==> src/rtl/ram_master.sv <==
// rtl/ram_master.sv - initiator-side controller for a 16x8 single-port synchronous RAM
//
// Optional array fill after reset is compiled in with `define RAM_MASTER_INIT_EN.
//
// Ports:
//   clk, rst           clock (rising edge), asynchronous active-low reset
//   req_valid/ready    client request handshake; req_ready is combinational from state
//   req_we             1 = write, 0 = read
//   req_addr/wdata     request address / write data
//   rsp_valid          one-cycle strobe marking fresh read data on rsp_rdata
//   rsp_rdata          read data, held until the next read response
//   init_start         pulse in IDLE starts the array fill (feature build only)
//   init_busy          fill in progress (tied low without the feature)
//   ram_we/addr/din    registered RAM controls
//   ram_dout           RAM read data, valid one cycle after the address edge
module ram_master #(
  parameter int                ADDR_W     = 4,
  parameter int                DATA_W     = 8,
  parameter int                DEPTH      = 16,
  parameter logic [DATA_W-1:0] INIT_VALUE = {DATA_W{1'b0}}
) (
  input  logic              clk,
  input  logic              rst,
  input  logic              req_valid,
  output logic              req_ready,
  input  logic              req_we,
  input  logic [ADDR_W-1:0] req_addr,
  input  logic [DATA_W-1:0] req_wdata,
  output logic              rsp_valid,
  output logic [DATA_W-1:0] rsp_rdata,
  input  logic              init_start,
  output logic              init_busy,
  output logic              ram_we,
  output logic [ADDR_W-1:0] ram_addr,
  output logic [DATA_W-1:0] ram_din,
  input  logic [DATA_W-1:0] ram_dout
);

  typedef enum logic [1:0] {
    IDLE   = 2'd0,
    RD_MEM = 2'd1,
    RD_CAP = 2'd2,
    INIT   = 2'd3
  } state_t;

  state_t state;

  localparam logic [ADDR_W-1:0] LAST_ADDR = ADDR_W'(DEPTH - 1);

`ifdef RAM_MASTER_INIT_EN
  // A fill request in IDLE takes priority over a client request in the same cycle.
  assign req_ready = (state == IDLE) && !init_start;
`else
  assign req_ready = (state == IDLE);
  assign init_busy = 1'b0;
  wire unused_cfg = ^{init_start, LAST_ADDR, INIT_VALUE};
`endif

  always_ff @(posedge clk or negedge rst) begin
    if (!rst) begin
      state     <= IDLE;
      ram_we    <= 1'b0;
      ram_addr  <= '0;
      ram_din   <= '0;
      rsp_valid <= 1'b0;
      rsp_rdata <= '0;
`ifdef RAM_MASTER_INIT_EN
      init_busy <= 1'b0;
`endif
    end else begin
      rsp_valid <= 1'b0;
      case (state)
        IDLE: begin
          ram_we <= 1'b0;
`ifdef RAM_MASTER_INIT_EN
          if (init_start) begin
            // First fill write is issued on the same edge that enters INIT.
            state     <= INIT;
            init_busy <= 1'b1;
            ram_we    <= 1'b1;
            ram_addr  <= '0;
            ram_din   <= INIT_VALUE;
          end
`endif
          if (req_valid && req_ready) begin
            ram_addr <= req_addr;
            if (req_we) begin
              ram_we  <= 1'b1;
              ram_din <= req_wdata;
            end else begin
              state <= RD_MEM;
            end
          end
        end
        RD_MEM: begin
          // RAM registers dataout on this edge.
          ram_we <= 1'b0;
          state  <= RD_CAP;
        end
        RD_CAP: begin
          rsp_rdata <= ram_dout;
          rsp_valid <= 1'b1;
          state     <= IDLE;
        end
`ifdef RAM_MASTER_INIT_EN
        INIT: begin
          if (ram_addr == LAST_ADDR) begin
            ram_we    <= 1'b0;
            init_busy <= 1'b0;
            state     <= IDLE;
          end else begin
            ram_addr <= ram_addr + 1'b1;
          end
        end
`endif
        default: begin
          ram_we <= 1'b0;
          state  <= IDLE;
        end
      endcase
    end
  end

endmodule

==> config.mk <==
export PLATFORM = sky130hd
export DESIGN_NAME = ram_master
export DESIGN_NICKNAME = d
export VERILOG_FILES = /design/src/rtl/ram_master.sv
export SDC_FILE = /design/constraint.sdc
export NUM_CORES = 1
export LEC_CHECK = 0
export BUFFER_PORTS_ARGS = -buffer_cell sky130_fd_sc_hd__buf_2
export CAP_MARGIN = 0
export CELL_PAD_IN_SITES_DETAIL_PLACEMENT = 2
export CELL_PAD_IN_SITES_GLOBAL_PLACEMENT = 2
export CORE_AREA = 2 2 55 67
export DETAILED_ROUTE_END_ITERATION = 10
export DIE_AREA = 0 0 57 69
export PLACE_DENSITY_LB_ADDON = 0.15
export RECOVER_POWER = 50
export SLEW_MARGIN = 5
export SYNTH_ARGS = -nofsm -noshare
export SYNTH_HDL_FRONTEND = slang
export SYNTH_SLANG_ARGS = --single-unit
==> constraint.sdc <==
create_clock -name clk -period 2.6 [get_ports clk]
set_input_delay 0.52 -clock clk [delete_from_list [all_inputs] [get_ports clk]]
set_output_delay 0.52 -clock clk [all_outputs]
set_load 0.1 [all_outputs]
==> impl_metrics.yaml <==
die:
  die_w_um: 57
  fp.dieH_um: 69
  coreArea_um2: 3280
  rows: 23
  initial_core_util_pct: 27.8
  num_io_pins: 49
  die_area_um2: 3930
power_and_ir_drop:
  p_int_w: 0.000778
  power_frac_clock_pct: 20.5
  power.switching_w: 0.000804
  pwr-share-seq_pct: 30.7
  p_comb_share_pct: 48.7
  powerDensity_nw_per_um2: 1280
  power.share.switching_pct: 50.8
  total_power_w: 0.00158
  ir_drop_v: 0.000458
  p_leak_nw: 0.604
drt:
  finalWirelength_um: 2080
  drc: 0
  routed.top_layer: "met4"
  drtIter0Drc: 5
  wl_met1_um: 738
  dr.pass1.iters: 2
  vias: 637
  ant_nets: 0
  drt-wirelength-per-cell_um: 14.6
  met3_length_um: 142
  viasPerCell: 4.49
  wl_met2_um: 1180
logic_synthesis:
  ys_seq_area_share_pct: 65.9
  yosysUniqueCellTypes: 12
  ys_ff_latch: 24
  syn-instance-count: 57
  synth_area_um2: 911
  netlist.top_cell.by_area: "dfrtp_1"
  synth.area.top_cells: "dfrtp_1 (66%), mux2_2 (25%), nor2b_1 (2.1%)"
  synth_fp_nets: 82
  synth_area_per_cell_um2: 16.0
  synth_top_area_share_pct: 65.9
  synth_warnings: 0
placement:
  hpwl_um: 1610
  portBuffers: 46
  routabilityCongestion: 0.645
  post-place-ws_ns: 0.892
timing:
  tightestPinTransition_ns: 1.33
  slew_headroom_pct: 11.3
  finalHoldViolations: 0
  fmax_mhz: 554
  finalMaxSlewViolations: 0
  clock_skew_ns: 0.00254
  fin_setup_tns_ns: 0
  whs_ns: 0.438
  min_period_ns: 1.80
  setup_viol: 0
  setup_slack_ns: 0.796
  fin_crit_sh_pct: 69.4
  rsz0062_at_grt: "no"
final_layout:
  nFillCells: 352
  antenna_cells: 0
  areaGrowthSynthToFinish_pct: 35.7
  layout-drive-gt1-share_pct: 65.7
  utilization_pct: 37.7
  final_nets: 131
clocking:
  cts_tree: "built"
  clock-root-buffer: "clkbuf_8"
  cts.sinks: 24
  post_cts_buffers: 0
  postCtsHoldBufs: 0
  clkLatencyLatePin_ns: 0.26
  clkTransAtPathRegs_ns: 0.08
  cts_resized: 0
  h-tree-depth: 1
  cts-buffers-inserted: 3
  max-clock-path-buffers: 2
critical_path:
  crit_path_start_kind: "register"
  reg2reg_slack_ns: 0.93
  cp.arrival_ns: 1.28
  required_ns: 2.08
  cp_max_fo: 7
  end_kind: "primary output"
  crit_type: "reg -> out"
global_routing:
  grt_use_total_pct: 11.3
  grt_pass1_vias: 720
  grt_start_max_net_pins: 25
  grt_pass1_wl_um: 3390
  grt-ovfl-total: 0
  antenna_found_initial: 0
flow_run:
  drv_cap: 0
worst_hold_path:
  hold_path_class: "in -> reg"
outcome:
  outcome: "finished clean"
critical path, cell delays in order, from the launching register on:
cell     delay, ns
dfrtp_1       0.46
nor2_1        0.13
buf_2         0.43
cell usage in the layout (no fill, tap or decap):
| cell | count |
|---|---|
| nor2_1 | 1 |
| dfrtp_1 | 24 |
| clkbuf_8 | 3 |
| nand2_1 | 1 |
| nand3b_1 | 1 |
| mux2_2 | 20 |
| bufinv_16 | 1 |
| nor4bb_1 | 1 |
| conb_1 | 1 |
| a21oi_1 | 1 |
| nor3b_1 | 1 |
| nor2b_1 | 3 |
| clkbuf_1 | 2 |
| buf_2 | 45 |
logic make-up after synthesis:
kind of cell / count (synthesis) / synth area share [%]
flip-flops: 24 / 65.9
multiplexers: 20 / 24.7
AND/OR/NAND/NOR: 8 / 6.18
buffers and inverters: 3 / 2.20
AO/OA/AOI/OAI: 1 / 0.549
other: 1 / 0.412
power by group through the flow:
| stage | registers (W) | logic, W | clock network (W) |
|---|---|---|---|
| after global routing | 0.000499 | 0.000793 | 0.000354 |
| after global placement | 0.000489 | 0.000770 | 0 |
| after detailed placement | 0.000496 | 0.000780 | 0 |
| after floorplan | 0.00104 | 0.000103 | 0 |
| after CTS | 0.000489 | 0.000780 | 0.000342 |
| final | 0.000486 | 0.000771 | 0.000325 |
synth_stat cells:
master     n
a21oi_1    1
buf_2      1
buf_4      2
conb_1     1
dfrtp_1   24
mux2_2    20
nand2_1    1
nand3b_1   1
nor2_1     1
nor2b_1    3
nor3b_2    1
nor4bb_1   1
layer usage:
metal	vias to the layer above	global-route usage, %
met2	28	20.9
li1	288	-
met1	319	12.1
met3	2	2.25
met5	-	0
met4	0	4.65
through the flow:
step | area, µm² | std cells
after CTS | 1250 | 142
after detailed placement | 1180 | 138
after global routing | 1240 | 142
after floorplan | 911 | 57
after global placement | 1180 | 138
final | 1240 | 142
state kept, by name, indices dropped and copies added, names as in the netlist:
signal and count:
ram_din 8, state 2, rsp_valid 1, ram_we 1, rsp_rdata 8, ram_addr 4
layout make-up:
type | instances | area, µm² | share of cell area [%]
Sequential cell | 24 | 601 | 48.6
Multi-Input combinational cell | 30 | 285 | 23.1
Timing Repair Buffer | 47 | 233 | 18.8
Tap cell | 37 | 46.3 | 3.74
Clock buffer | 3 | 41.3 | 3.34
Clock inverter | 1 | 30.0 | 2.43
path summary, 6_finish.rpt:
path | startpoint | endpoint | cells after the start
max in group asynchronous | rst | state[1]$_DFFE_PN0P_ | 1
setup reg to reg | state[1]$_DFFE_PN0P_ | ram_din[7]$_DFFE_PN0P_ | 3
hold / removal | req_we | state[0]$_DFFE_PN0P_ | 2
min in group asynchronous | rst | ram_din[3]$_DFFE_PN0P_ | 1
setup / recovery | state[1]$_DFFE_PN0P_ | req_ready | 2
hold reg to reg | rsp_rdata[4]$_DFFE_PN0P_ | rsp_rdata[4]$_DFFE_PN0P_ | 1
No activity file was read; power rests on OpenSTA's default activity.
